[src/rtl/alu_test_pkg.sv]
// Shared definitions for the bitwise ALU slice self-test engines.
package alu_test_pkg;
  localparam int DEF_WIDTH = 4;

  typedef enum logic [1:0] {
    ST_IDLE   = 2'd0,
    ST_SETTLE = 2'd1,
    ST_SAMPLE = 2'd2,
    ST_DONE   = 2'd3
  } state_t;
endpackage

[src/rtl/nor_golden.sv]
// Reference model for a NOR slice; swap for AND/OR/XOR variants per slice op.
module nor_golden #(
  parameter int WIDTH = 4
) (
  input  logic [WIDTH-1:0] a,
  input  logic [WIDTH-1:0] b,
  output logic [WIDTH-1:0] expected
);
  assign expected = ~(a | b);
endmodule

[src/rtl/nor_slice_exerciser.sv]
// Exhaustive operand sweep for a NOR slice: drives every {a,b}, waits, samples n,
// and records error count, failing bit lanes and the first failing operand pair.
module nor_slice_exerciser
  import alu_test_pkg::*;
#(
  parameter int WIDTH         = DEF_WIDTH,
  parameter int SETTLE_CYCLES = 2
) (
  input  logic               clk,
  input  logic               rst,
  input  logic               start,
  output logic [WIDTH-1:0]   a,
  output logic [WIDTH-1:0]   b,
  input  logic [WIDTH-1:0]   n,
  output logic               busy,
  output logic               done,
  output logic               pass,
  output logic [2*WIDTH:0]   err_count,
  output logic [WIDTH-1:0]   fail_bits,
  output logic [WIDTH-1:0]   first_a,
  output logic [WIDTH-1:0]   first_b,
  output logic               first_vld
);
  localparam int VW = 2 * WIDTH;
  localparam int CW = $clog2(SETTLE_CYCLES + 2);
  localparam logic [CW-1:0] SETTLE_LD = CW'(SETTLE_CYCLES);
  // With no settle time every vector is sampled back to back.
  localparam state_t RUN_ST = (SETTLE_CYCLES == 0) ? ST_SAMPLE : ST_SETTLE;

  state_t           state, state_nx;
  logic [VW-1:0]    vec;
  logic [CW-1:0]    settle_cnt;
  logic [WIDTH-1:0] expected;
  logic [WIDTH-1:0] diff;
  logic             last_vec;

  assign a        = vec[VW-1:WIDTH];
  assign b        = vec[WIDTH-1:0];
  assign busy     = (state == ST_SETTLE) || (state == ST_SAMPLE);
  assign done     = (state == ST_DONE);
  assign diff     = n ^ expected;
  assign last_vec = &vec;

  nor_golden #(.WIDTH(WIDTH)) u_golden (
    .a        (a),
    .b        (b),
    .expected (expected)
  );

  always_ff @(posedge clk) begin
    if (rst) state <= ST_IDLE;
    else     state <= state_nx;
  end

  always_comb begin
    state_nx = state;
    case (state)
      ST_IDLE, ST_DONE: if (start) state_nx = RUN_ST;
      ST_SETTLE:        if (settle_cnt == CW'(1)) state_nx = ST_SAMPLE;
      ST_SAMPLE:        state_nx = last_vec ? ST_DONE : RUN_ST;
      default:          state_nx = ST_IDLE;
    endcase
  end

  always_ff @(posedge clk) begin
    if (rst) begin
      vec        <= '0;
      settle_cnt <= '0;
      err_count  <= '0;
      fail_bits  <= '0;
      first_a    <= '0;
      first_b    <= '0;
      first_vld  <= 1'b0;
      pass       <= 1'b0;
    end else begin
      case (state)
        ST_IDLE, ST_DONE: begin
          if (start) begin
            vec        <= '0;
            settle_cnt <= SETTLE_LD;
            err_count  <= '0;
            fail_bits  <= '0;
            first_a    <= '0;
            first_b    <= '0;
            first_vld  <= 1'b0;
            pass       <= 1'b0;
          end
        end
        ST_SETTLE: settle_cnt <= settle_cnt - CW'(1);
        ST_SAMPLE: begin
          if (diff != '0) begin
            err_count <= err_count + (VW+1)'(1);
            fail_bits <= fail_bits | diff;
            if (!first_vld) begin
              first_a   <= a;
              first_b   <= b;
              first_vld <= 1'b1;
            end
          end
          // pass must include the final vector's outcome, not just the running count.
          if (last_vec) begin
            pass <= (err_count == '0) && (diff == '0);
          end else begin
            vec        <= vec + VW'(1);
            settle_cnt <= SETTLE_LD;
          end
        end
        default: ;
      endcase
    end
  end
endmodule

[config.mk]
export PLATFORM = sky130hd
export DESIGN_NAME = nor_slice_exerciser
export DESIGN_NICKNAME = d
export VERILOG_FILES = /design/src/rtl/alu_test_pkg.sv /design/src/rtl/nor_golden.sv /design/src/rtl/nor_slice_exerciser.sv
export SDC_FILE = /design/constraint.sdc
export NUM_CORES = 1
export LEC_CHECK = 0
export CAP_MARGIN = 5
export CORE_MARGIN = 1
export CORE_UTILIZATION = 45
export CTS_CLUSTER_SIZE = 40
export DETAILED_ROUTE_END_ITERATION = 12
export DONT_BUFFER_PORTS = 1
export GPL_TIMING_DRIVEN = 1
export HOLD_SLACK_MARGIN = 0.06
export PLACE_DENSITY = 0.71
export REMOVE_ABC_BUFFERS = 1
export SYNTH_ARGS = -nofsm -noshare
export SYNTH_HDL_FRONTEND = slang
export SYNTH_HIERARCHICAL = 1
export SYNTH_SLANG_ARGS = --single-unit
[constraint.sdc]
create_clock -name clk -period 2.9 [get_ports clk]
set_input_delay 0.58 -clock clk [delete_from_list [all_inputs] [get_ports clk]]
set_output_delay 0.58 -clock clk [all_outputs]
set_load 0.005 [all_outputs]
Yosys cells after proc, flatten, opt, wreduce, memory -nomap -nowiden
Index checks and enable logic that the tools add are counted.
{ "word_totals": {"register_bits": 35, "input_bits": 7, "wordCells": 68} }
{ "classes": {"addsub": 3, "n_eq_ne": 10, "muxes": 27, "bitwise_logic": 4, "reduce_logical": 15} }
{ "ops": {"columns": ["cell", "count"], "rows": [
  ["4-bit 2-to-1 mux", 6],
  ["4-bit one-hot mux with 2 select lines", 3],
  ["9-bit 2-to-1 mux", 2],
  ["9-bit one-hot mux with 2 select lines", 1],
  ["8-bit 2-to-1 mux", 2],
  ["8-bit one-hot mux with 2 select lines", 1],
  ["2-bit one-hot mux with 3 select lines", 2],
  ["2-bit 2-to-1 mux", 5],
  ["9-bit by 1-bit adder with 9-bit output (second input constant)", 1],
  ["9-bit logical NOT", 1],
  ["3-bit AND reduction", 3],
  ["8-bit by 1-bit adder with 8-bit output (second input constant)", 1],
  ["2-bit inequality test (second input constant)", 4],
  ["4-bit bitwise OR", 2],
  ["8-bit AND reduction", 1],
  ["2-bit by 1-bit == test with 1-bit output (second input constant)", 2],
  ["2-bit == test (second input constant)", 2],
  ["4-bit logical NOT", 1],
  ["2-bit by 1-bit inequality test with 1-bit output (second input constant)", 2],
  ["4-bit NOT", 1],
  ["1-bit one-hot mux with 2 select lines", 2],
  ["2-bit AND reduction", 2],
  ["4-bit AND reduction", 1],
  ["4-bit nonzero test", 1],
  ["8 further kinds", 10]
]} }

Longest topological paths before layout
Gate-level depths: netlist (run 1).
{ "depth": {"ltp_word": 7, "depth_mapped": 8, "ltp_nobuf": 6} }

By module
Netlist (run 1), hierarchy kept.
{ "modules_own_cells": {"columns": ["module", "n_inst", "cells_per_inst", "area_per_inst_um2"], "rows": [
  ["nor_slice_exerciser", 1, 220, 1868.0],
  ["nor_golden", 1, 4, 15.0]
]} }

Worst setup path before layout (run 1)
Ideal clock, no wire load.
{ "synth_timing": {"path_kind": "flip-flop to flip-flop", "from": "register state[0]", "to": "register first_a[0]", "setup_time_ns": 0.063, "t_arrival_ns": 1.906, "t_required_ns": 2.837, "setup_slack_ns": 0.931, "stages_incl_launch_ff": 7, "path_buffers": 0, "synth_period_minus_slack_ns": 1.969, "cell_sequence": "dfxtp_1 > inv_1 > ha_1 > nand2b_1 > nand3_1 > nor4_1 > a22o_1"} }
{ "synth_between": {"elab_chain_cells": 4} }
{ "synth_lines": {"columns": ["element", "line_no", "rtl"], "rows": [
  ["start: declaration", "nor_slice_exerciser.sv:30", "state_t state, state_nx;"],
  ["start signal: assignment", "nor_slice_exerciser.sv:52", "else state <= state_nx;"],
  ["2-bit == test / 2-bit logical NOT (equally long branches)", "nor_slice_exerciser.sv:76", "case (state)"],
  ["2-bit OR reduction", "nor_slice_exerciser.sv:76", null],
  ["2-bit inequality test (no source line) / 2-bit nonzero test (equally long branches)", null, null],
  ["4-bit AND reduction (no source line)", null, null],
  ["end signal: assignment", "nor_slice_exerciser.sv:71", "first_a <= '0;"],
  ["end signal: assignment", "nor_slice_exerciser.sv:83", "first_a <= '0;"],
  ["end signal: assignment", "nor_slice_exerciser.sv:95", "first_a <= a;"],
  ["end: declaration", "nor_slice_exerciser.sv:20", "output logic [WIDTH-1:0] first_a,"]
]} }
Several ways; a longest one is shown, not always the timed one.
A chain may end at the register's enable or synchronous reset.

Worst setup path in the final report (run 1)
{ "layout_timing": {"from": "register state[0]", "to": "register first_b[3]"} }
{ "layout_between": {"elab_chain_cells": 4} }
{ "layout_lines": {"columns": ["element", "line_no", "rtl"], "rows": [
  ["2-bit == test / 2-bit logical NOT (equally long branches)", "nor_slice_exerciser.sv:76", null],
  ["2-bit OR reduction", "nor_slice_exerciser.sv:76", null],
  ["2-bit inequality test (no source line) / 2-bit nonzero test (equally long branches)", null, null],
  ["4-bit AND reduction (no source line)", null, null],
  ["end signal: assignment", "nor_slice_exerciser.sv:72", "first_b <= '0;"],
  ["end signal: assignment", "nor_slice_exerciser.sv:84", "first_b <= '0;"],
  ["end signal: assignment", "nor_slice_exerciser.sv:96", "first_b <= b;"],
  ["end: declaration", "nor_slice_exerciser.sv:21", "output logic [WIDTH-1:0] first_b,"]
]} }
Several ways; a longest one is shown, not always the timed one.

==> qor.csv, run 1 <==
metric;value;unit
maxSlewViolCount;0;
finalHoldViolations;0;
grt_remaining_overflow;0;
core-area;4000;sq um
fill_cells;398;
dp.cells;267;
die_area;4450;sq um
wire_per_inst;15.7;microns
die_w;66.7;microns
status;finished clean;
route.detailed.drc;0;
layout-drive-gt1-share;0.0800;
place.gp.congestion;0.800;
viasPerCell;6.13;
multi_input_area;1090;sq um
first_pass_iters;12;
drtIter0Drc;115;
cap_violations;0;
first_global_vias;1470;
synth-edff-count;0;
syn_to_final_growth;7.04;%
slowest_stage;nor2b_1;
cts-resized-gates;0;
finalPower;941;uW
htreeDepth;2;
ys_warn_count;6;
netlist_instances;224;
setup_violations;0;
cp.arrival;2.36;ns
num_rows;23;
layout_commonest_cell;dfxtp_1;
antenna_found_initial;0;
maxSlewHeadroom;0.633;
final_nets;239;
crit_required;3.13;ns
ctsHoldBuffers;0;
crit_type;register to register;
start_util;0.471;
critPathLaunchType;register;
final_cell_mix;35 x dfxtp_1, 17 x a21oi_1, 17 x nand2_1, 13 x nor2_1, 11 x nor3_1;
worstPathMaxFanout;8;
finalInstanceArea;2020;sq um
fmax;469;MHz
peakVddDrop;0.000161;V
timing.final.crit_share;0.735;
seq_area;701;sq um
min_path_type;primary input to register;
grt_max_degree;32;
synthFlopType;dfxtp_1;
synth_cell_type_count;42;
clkTransAtPathRegs;0.07;ns
leakage;0.000645;uW
skew;0.00589;ns
grt_pass1_wl;6900;microns
tns;0;ns
clock-root-buffer;clkbuf_8;
rsz0062_at_grt;false;
ys_seq_elements;35;
placed_area;1930;sq um
cts_buffers;5;
place_hpwl;3010;microns
stdcell_count;275;
synthArstFlopShare;0;
cts_sinks;35;
ys_seq_area_frac;0.372;
postCtsSetupRepairBufs;0;
cp_cell_sequence;inv_1 > ha_1 > nor2b_1 > nor3_2 > a211oi_4 > a22o_1;
clockBufferDepth;2;
avgSynthCellArea;8.41;sq um
period_needed;2.13;ns
port-buffer-count;0;
end_kind;register;
path_delay_family;simple AND/OR/NAND/NOR gates;
io_pins;40;
synth_area;1880;sq um
wl;4310;microns
postRouteAntennaNets;0;
vias;1686;
insertion_delay;0.28;ns
cts_tree;built;
antenna_cells;0;
tightest_slew;0.550;ns
die_h;66.7;microns
cpPeakStageDelay;0.48;ns
cp_num_buf_inv;1;
grt_use_total;0.203;
p_per_area;467;nW/um^2
==> per-layer routing <==
metal | share of wire | wire, microns | global-route usage | vias to the layer above
met3 | 0.075 | 323 | 0.0668 | 5
met2 | 0.45 | 1950 | 0.283 | 52
met4 | 0.015 | 65 | 0.109 | 0
met5 | 0 | 0 | 0 | -
met1 | 0.46 | 1980 | 0.270 | 792
li1 | - | - | - | 837
==> registers in the layout (all words and copies together) (netlist names) <==
signal      cells
settle_cnt      2
state           2
fail_bits       4
first_vld       1
first_a         4
pass            1
err_count       9
vec             8
first_b         4
==> through the flow <==
step,setup WS (ns),util,hold WS [ns]
after floorplan,0.828,-,0.460
after global placement,0.846,0.484,0.482
after detailed placement,0.785,0.484,0.495
after CTS,0.766,0.504,0.347
after global routing,0.573,0.504,0.345
final,0.770,0.504,0.358
==> where the power goes <==
group	leakage, uW	switching, uW	internal (uW)
logic	0.000320	66.6	36.5
registers	0.000283	8.88	491
clock network	0.0000422	170	168
==> cell usage after synthesis, types with 3 or more instances <==
library cell  instances  share of area
o21ai_0               5          0.013
nand3_1              10          0.027
a21oi_1              17          0.045
nand2b_1              9          0.030
clkbuf_1             11          0.022
inv_1                10          0.020
o32ai_1               3          0.014
and3_1                3          0.010
a31oi_1               8          0.027
nand4b_1              3          0.014
nor2b_1               3          0.010
dfxtp_1              35           0.37
o211ai_1              6          0.024
nand2_1              17          0.034
a22o_1                8          0.037
ha_1                  8          0.053
xor2_1                4          0.019
nor2_1               13          0.026
nor3_1               11          0.029
or4_1                 6          0.024
nand4_1               8          0.027
==> final timing paths <==
path | start | endpoint | slack, ns | cells after the start
worst max-delay path | state[0]$_SDFFE_PP0P_ | first_b[3]$_SDFFE_PP0P_ | 0.77 | 6
worst min-delay path | rst | err_count[5]$_SDFFE_PP0P_ | 0.36 | 1
worst max register to register | state[0]$_SDFFE_PP0P_ | first_b[3]$_SDFFE_PP0P_ | 0.77 | 6
worst min register to register | first_b[2]$_SDFFE_PP0P_ | first_b[2]$_SDFFE_PP0P_ | 0.51 | 1
==> area by class of cell <==
type / instances / share of cell area
repair buffers: 6 / 0.0223
clock buffers: 7 / 0.0379
multi-input cells: 166 / 0.540
flip-flops and latches: 35 / 0.348
inverters: 10 / 0.0186
well taps: 50 / 0.0310
clock inverters: 1 / 0.00248
==> cell families (layout without fill, tap and decap cells) <==
kind of cell | after synthesis | count (layout) | share of synthesized area
AND/OR/NAND/NOR | 94 | 94 | 0.282
XOR/XNOR | 4 | 4 | 0.0186
buffers and inverters | 23 | 24 | 0.0498
flip-flops | 35 | 35 | 0.372
multiplexers | 1 | 1 | 0.00532
adder cells (fa/ha/maj) | 8 | 8 | 0.0532
AO/OA/AOI/OAI | 59 | 59 | 0.219
Note: power is estimated with default switching activity, not from simulation.
==> inputs of run 2 (changes only) <==
--- a/config.mk
+++ b/config.mk
@@ -5,6 +5,7 @@
 export SDC_FILE = /design/constraint.sdc
 export NUM_CORES = 1
 export LEC_CHECK = 0
+export ABC_AREA = 1
 export CAP_MARGIN = 5
 export CORE_MARGIN = 1
 export CORE_UTILIZATION = 45
@@ -13,7 +14,7 @@
 export DONT_BUFFER_PORTS = 1
 export GPL_TIMING_DRIVEN = 1
 export HOLD_SLACK_MARGIN = 0.06
-export PLACE_DENSITY = 0.71
+export PLACE_DENSITY = 0.73
 export REMOVE_ABC_BUFFERS = 1
 export SYNTH_ARGS = -nofsm -noshare
 export SYNTH_HDL_FRONTEND = slang
==> constraint.sdc (replaced) <==
create_clock -name clk -period 1.9 [get_ports clk]
set_input_delay 0.38 -clock clk [delete_from_list [all_inputs] [get_ports clk]]
set_output_delay 0.38 -clock clk [all_outputs]
set_load 0.005 [all_outputs]
==> qor.csv, run 2 <==
metric;value;unit
antenna_cells;0;
clock-root-buffer;clkbuf_8;
layout-drive-gt1-share;0.0942;
ys_seq_area_frac;0.341;
synth_cell_type_count;30;
finalHoldViolations;0;
clockBufferDepth;2;
maxSlewHeadroom;0.719;
core-area;4380;sq um
yosys.area.top_type_share;0.341;
cp.arrival;1.96;ns
grt_remaining_overflow;0;
synthFlopType;dfxtp_1;
antenna_found_initial;0;
final_cell_mix;85 x nand2_1, 52 x nor2_1, 48 x inv_1, 35 x dfxtp_1, 27 x a21oi_1;
viasPerCell;5.10;
io_pins;40;
cts_buffers;5;
cts_sinks;35;
crit_type;register to register;
first_global_vias;1663;
p_per_area;888;nW/um^2
slowest_stage;nor2_2;
yosysTopAreaCell;dfxtp_1;
postRouteAntennaNets;0;
die_area;4840;sq um
fmax;582;MHz
route.detailed.drc;0;
rsz0062_at_grt;false;
synth_area;2050;sq um
htreeDepth;2;
wl;4620;microns
grt_use_total;0.198;
insertion_delay;0.30;ns
vias;1943;
tightest_slew;0.420;ns
synthTopCellsByArea;dfxtp_1 34%, nand2_1 16%, nor2_1 9.5%;
final_nets;343;
finalPower;2000;uW
layout_commonest_cell;nand2_1;
grt_max_degree;18;
die_w;69.6;microns
worstPathMaxFanout;11;
grt_pass1_wl;7630;microns
first_pass_iters;5;
maxSlewViolCount;0;
synth_most_common_cell;nand2_1;
netlist_instances;322;
ctsHoldBuffers;0;
synthArstFlopShare;0;
avgSynthCellArea;6.38;sq um
crit_required;2.14;ns
status;finished clean;
place_hpwl;3340;microns
synth_common_cells;85 x nand2_1, 52 x nor2_1, 48 x inv_1;
die_h;69.6;microns
num_rows;24;
leakage;0.00103;uW
skew;0.00744;ns
setup_violations;0;
timing.final.crit_share;0.904;
ys_seq_elements;35;
peakVddDrop;0.000322;V
port-buffer-count;0;
end_kind;register;
start_util;0.469;
cpPeakStageDelay;0.34;ns
period_needed;1.72;ns
registers.top_by_ff_count;err_count;
wire_per_inst;12.1;microns
reg.largest.list;err_count x9, vec x8;
dp.cells;373;
synth-edff-count;0;
largest_reg_flops;9;
postCtsSetupRepairBufs;0;
cap_violations;0;
place.gp.congestion;0.844;
cp_cell_sequence;inv_1 > ha_1 > inv_2 > nor2_1 > inv_2 > nand2_4 > nor2_2 > nand2_1 > nand2_1 > clkinv_1 > nor2_1;
clkTransAtPathRegs;0.07;ns
ys_warn_count;6;
drtIter0Drc;119;
stdcell_count;381;
cts_tree;built;
critPathLaunchType;register;
syn_to_final_growth;9.80;%
min_path_type;primary input to register;
run 2: cell count changes after synthesis, sizes merged, moves of 7 or more:
cell and delta:
clkbuf -8, nand4 +9, a21oi +10, nand2 +71
nor3 -11, inv +42, a22o -8, a31oi -8
nor2 +41, nand2b -9, buf +7, or4 -7
run 2: area by class of cell:
cell class | count | area [sq um]
clock buffers | 6 | 82.6
clock inverters | 2 | 35.0
fillers | 450 | 2130
inverters | 54 | 203
multi-input cells | 221 | 1090
flip-flops and latches | 35 | 701
well taps | 52 | 65.1
repair buffers | 11 | 82.6
run 2: worst paths after layout:
check                             from                         to  slack (ns)  cells past startpoint
max              state[0]$_SDFFE_PP0P_        vec[4]$_SDFFE_PP0P_        0.18                     11
min                                rst      state[0]$_SDFFE_PP0P_        0.14                      1
max reg2reg      state[0]$_SDFFE_PP0P_        vec[4]$_SDFFE_PP0P_        0.18                     11
min reg2reg  fail_bits[0]$_SDFFE_PP0P_  fail_bits[0]$_SDFFE_PP0P_        0.47                      2
run 2: critical path: cells and delay by family, from the launching register on:
kind                     cells  cell delay (ns)
buffers and inverters        4             0.32
AND/OR/NAND/NOR              6             0.72
adder cells (fa/ha/maj)      1             0.31
flip-flops                   1             0.33
run 2: where the power goes:
group          total [uW]  internal [uW]  switching (uW)
registers             874            805            69.2
logic                 426            152             274
clock network         703            424             279
total                2000           1380             622
run 2: logic make-up after synthesis:
| family | Yosys count | synth area share |
|---|---|---|
| xor+xnor | 1 | 0.00426 |
| simple gates | 176 | 0.382 |
| compound gates | 36 | 0.0914 |
| fa+ha+maj | 8 | 0.0487 |
| buf+inv | 66 | 0.132 |
| flops | 35 | 0.341 |
run 2: routing by layer:
layer  part of all wire  vias to the layer above  global-route usage  wire (microns)
met4              0.014                        0              0.0680              63
li1                   -                     1013                   -               -
met2               0.44                       63               0.312            2050
met5                  0                        -                   0               0
met3              0.074                        7              0.0683             340
met1               0.47                      860               0.252            2170
run 2: metrics by stage:
stage	utilization	area, sq um	hold WS (ns)	setup slack, ns	TNS [ns]
after global placement	0.487	2130	0.452	0.218	0
after floorplan	-	1990	0.447	-0.0389	-0.100
final	0.515	2260	0.141	0.183	0
after CTS	0.513	2250	0.135	0.179	0
after global routing	0.515	2260	0.128	0.00110	0
after detailed placement	0.487	2130	0.453	0.200	0
run 2: repair_timing:
action | in CTS | in global routing
resized for setup | 0 | 1
endpoints found under the hold margin | 0 | 0
endpoints found under the setup margin | 0 | 1
==> inputs of run 3 (changes only) <==
==> constraint.sdc (replaced) <==
create_clock -name clk -period 1.9 [get_ports clk]
set_input_delay 0.285 -clock clk [delete_from_list [all_inputs] [get_ports clk]]
set_output_delay 0.285 -clock clk [all_outputs]
set_load 0.005 [all_outputs]
==> qor.csv, run 3 (synthesis gave the netlist of run 2 again) <==
metric;value;unit
drtIter0Drc;115;
seqPwrFrac;0.435;
fill_cells;452;
die_area;4840;sq um
peakVddDrop;0.000321;V
status;finished clean;
first_pass_iters;4;
place.gp.congestion;0.844;
wire_per_inst;12.2;microns
switching_share;0.311;
tightest_slew;0.420;ns
wl;4650;microns
seq_area;701;sq um
final_nets;344;
clkTransAtPathRegs;0.07;ns
largest_reg_flops;9;
placed_area;2130;sq um
finalPower;2010;uW
clockBufferDepth;2;
grt_remaining_overflow;0;
start_util;0.469;
postRouteAntennaNets;0;
rsz0062_at_grt;false;
rr_startpoint;state[0]$_SDFFE_PP0P_;
grt_max_degree;18;
setup_violations;0;
leakage;0.00103;uW
critPathLaunchType;register;
dp.cells;373;
port-buffer-count;0;
layout_setup_ws;0.181;ns
min_path_type;primary input to register;
p_int;1380;uW
cts_sinks;35;
cts_buffers;5;
whs_path_depth;2;
place_hpwl;3340;microns
route.detailed.drc;0;
skew;0.00716;ns
finalInstanceArea;2270;sq um
fmax;582;MHz
crit_required;2.14;ns
timing.final.crit_share;0.905;
rrSetupSlack;0.18;ns
reg.largest.list;err_count x9, vec x8;
stdcell_count;382;
clock-root-buffer;clkbuf_8;
maxSlewViolCount;0;
core-area;4380;sq um
io_pins;40;
vias;1936;
grt_use_total;0.201;
cap_violations;0;
cts_tree;built;
reg2reg_depth;11;
finalHoldViolations;0;
p_switching;625;uW
num_rows;24;
postCtsSetupRepairBufs;0;
period_needed;1.72;ns
pwr-share-clk;0.351;
dp_slack;0.200;ns
worstHoldStart;rst;
worstPathMaxFanout;11;
syn_to_final_growth;10.3;%
layout-drive-gt1-share;0.0939;
combPwrFrac;0.214;
crit_type;register to register;
viasPerCell;5.07;
end_kind;register;
multi_input_area;1090;sq um
antenna_found_initial;0;
layout_commonest_cell;nand2_1;
final_cell_mix;85 x nand2_1, 52 x nor2_1, 48 x inv_1, 35 x dfxtp_1, 27 x a21oi_1;
maxSlewHeadroom;0.720;
cp.arrival;1.96;ns
htreeDepth;2;
antenna_cells;0;
tns;0;ns
registers.top_by_ff_count;err_count;
worstHoldEndpoint;err_count[7]$_SDFFE_PP0P_;
timing.rr.end;vec[4]$_SDFFE_PP0P_;
die_h;69.6;microns
insertion_delay;0.30;ns
grt_pass1_wl;7710;microns
first_global_vias;1676;
p_per_area;886;nW/um^2
die_w;69.6;microns
-- run 3: cell count changes in the layout (fill, tap and decap cells not counted) --
cell / previous run / this run
dlygate4sd3_1: 0 / 1
-- run 3: layer usage --
layer | global-route usage | part of all wire | vias up
met1 | 0.255 | 0.48 | 856
met5 | 0 | 0 | -
li1 | - | - | 1017
met2 | 0.313 | 0.44 | 59
met4 | 0.0726 | 0.0054 | 0
met3 | 0.0698 | 0.070 | 4
-- run 3: worst max path at each step --
stage               depth (start not counted)                         to                  start  slack [ns]
finish                                     11        vec[4]$_SDFFE_PP0P_  state[0]$_SDFFE_PP0P_        0.18
global route                               11        vec[4]$_SDFFE_PP0P_  state[0]$_SDFFE_PP0P_       0.001
CTS                                        11        vec[4]$_SDFFE_PP0P_  state[0]$_SDFFE_PP0P_        0.18
detailed placement                         11        vec[4]$_SDFFE_PP0P_  state[0]$_SDFFE_PP0P_        0.20
global placement                            9  err_count[7]$_SDFFE_PP0P_    vec[0]$_SDFFE_PP0P_        0.22
floorplan                                   9  err_count[1]$_SDFFE_PP0P_  state[0]$_SDFFE_PP0P_       -0.04
-- run 3: per-stage QoR --
step / hold slack (ns) / utilization
after CTS: 0.144 / 0.516
final: 0.152 / 0.517
after floorplan: 0.354 / -
after detailed placement: 0.358 / 0.487
after global routing: 0.142 / 0.517
after global placement: 0.357 / 0.487
-- run 3: layout make-up --
| class | count | area share |
|---|---|---|
| tap | 52 | 0.0287 |
| sequential | 35 | 0.309 |
| clock buffer | 6 | 0.0364 |
| timing repair buffer | 12 | 0.0409 |
| multi-input combinational | 221 | 0.480 |
| clock inverter | 2 | 0.0155 |
| inverter | 54 | 0.0895 |
-- run 3: power by group through the flow --
stage	combinational, uW	sequential [uW]	clock [uW]
after floorplan	328	875	0
after global placement	413	889	0
after detailed placement	422	892	0
after CTS	429	874	720
after global routing	507	885	749
final	429	874	704
-- run 3: critical path: stages (launching register included) --
cell and delay, ns:
dfxtp_1 0.33, inv_1 0.04, ha_1 0.31, inv_2 0.10
nor2_1 0.06, inv_2 0.12, nand2_4 0.08, nor2_2 0.34
nand2_1 0.09, nand2_1 0.07, clkinv_1 0.06, nor2_1 0.07
-- run 3: what timing repair did --
item	4_1_cts	5_1_grt
hold endpoints to repair	6	0
hold buffers	1	0
setup endpoints to repair	0	1
resized for setup	0	1
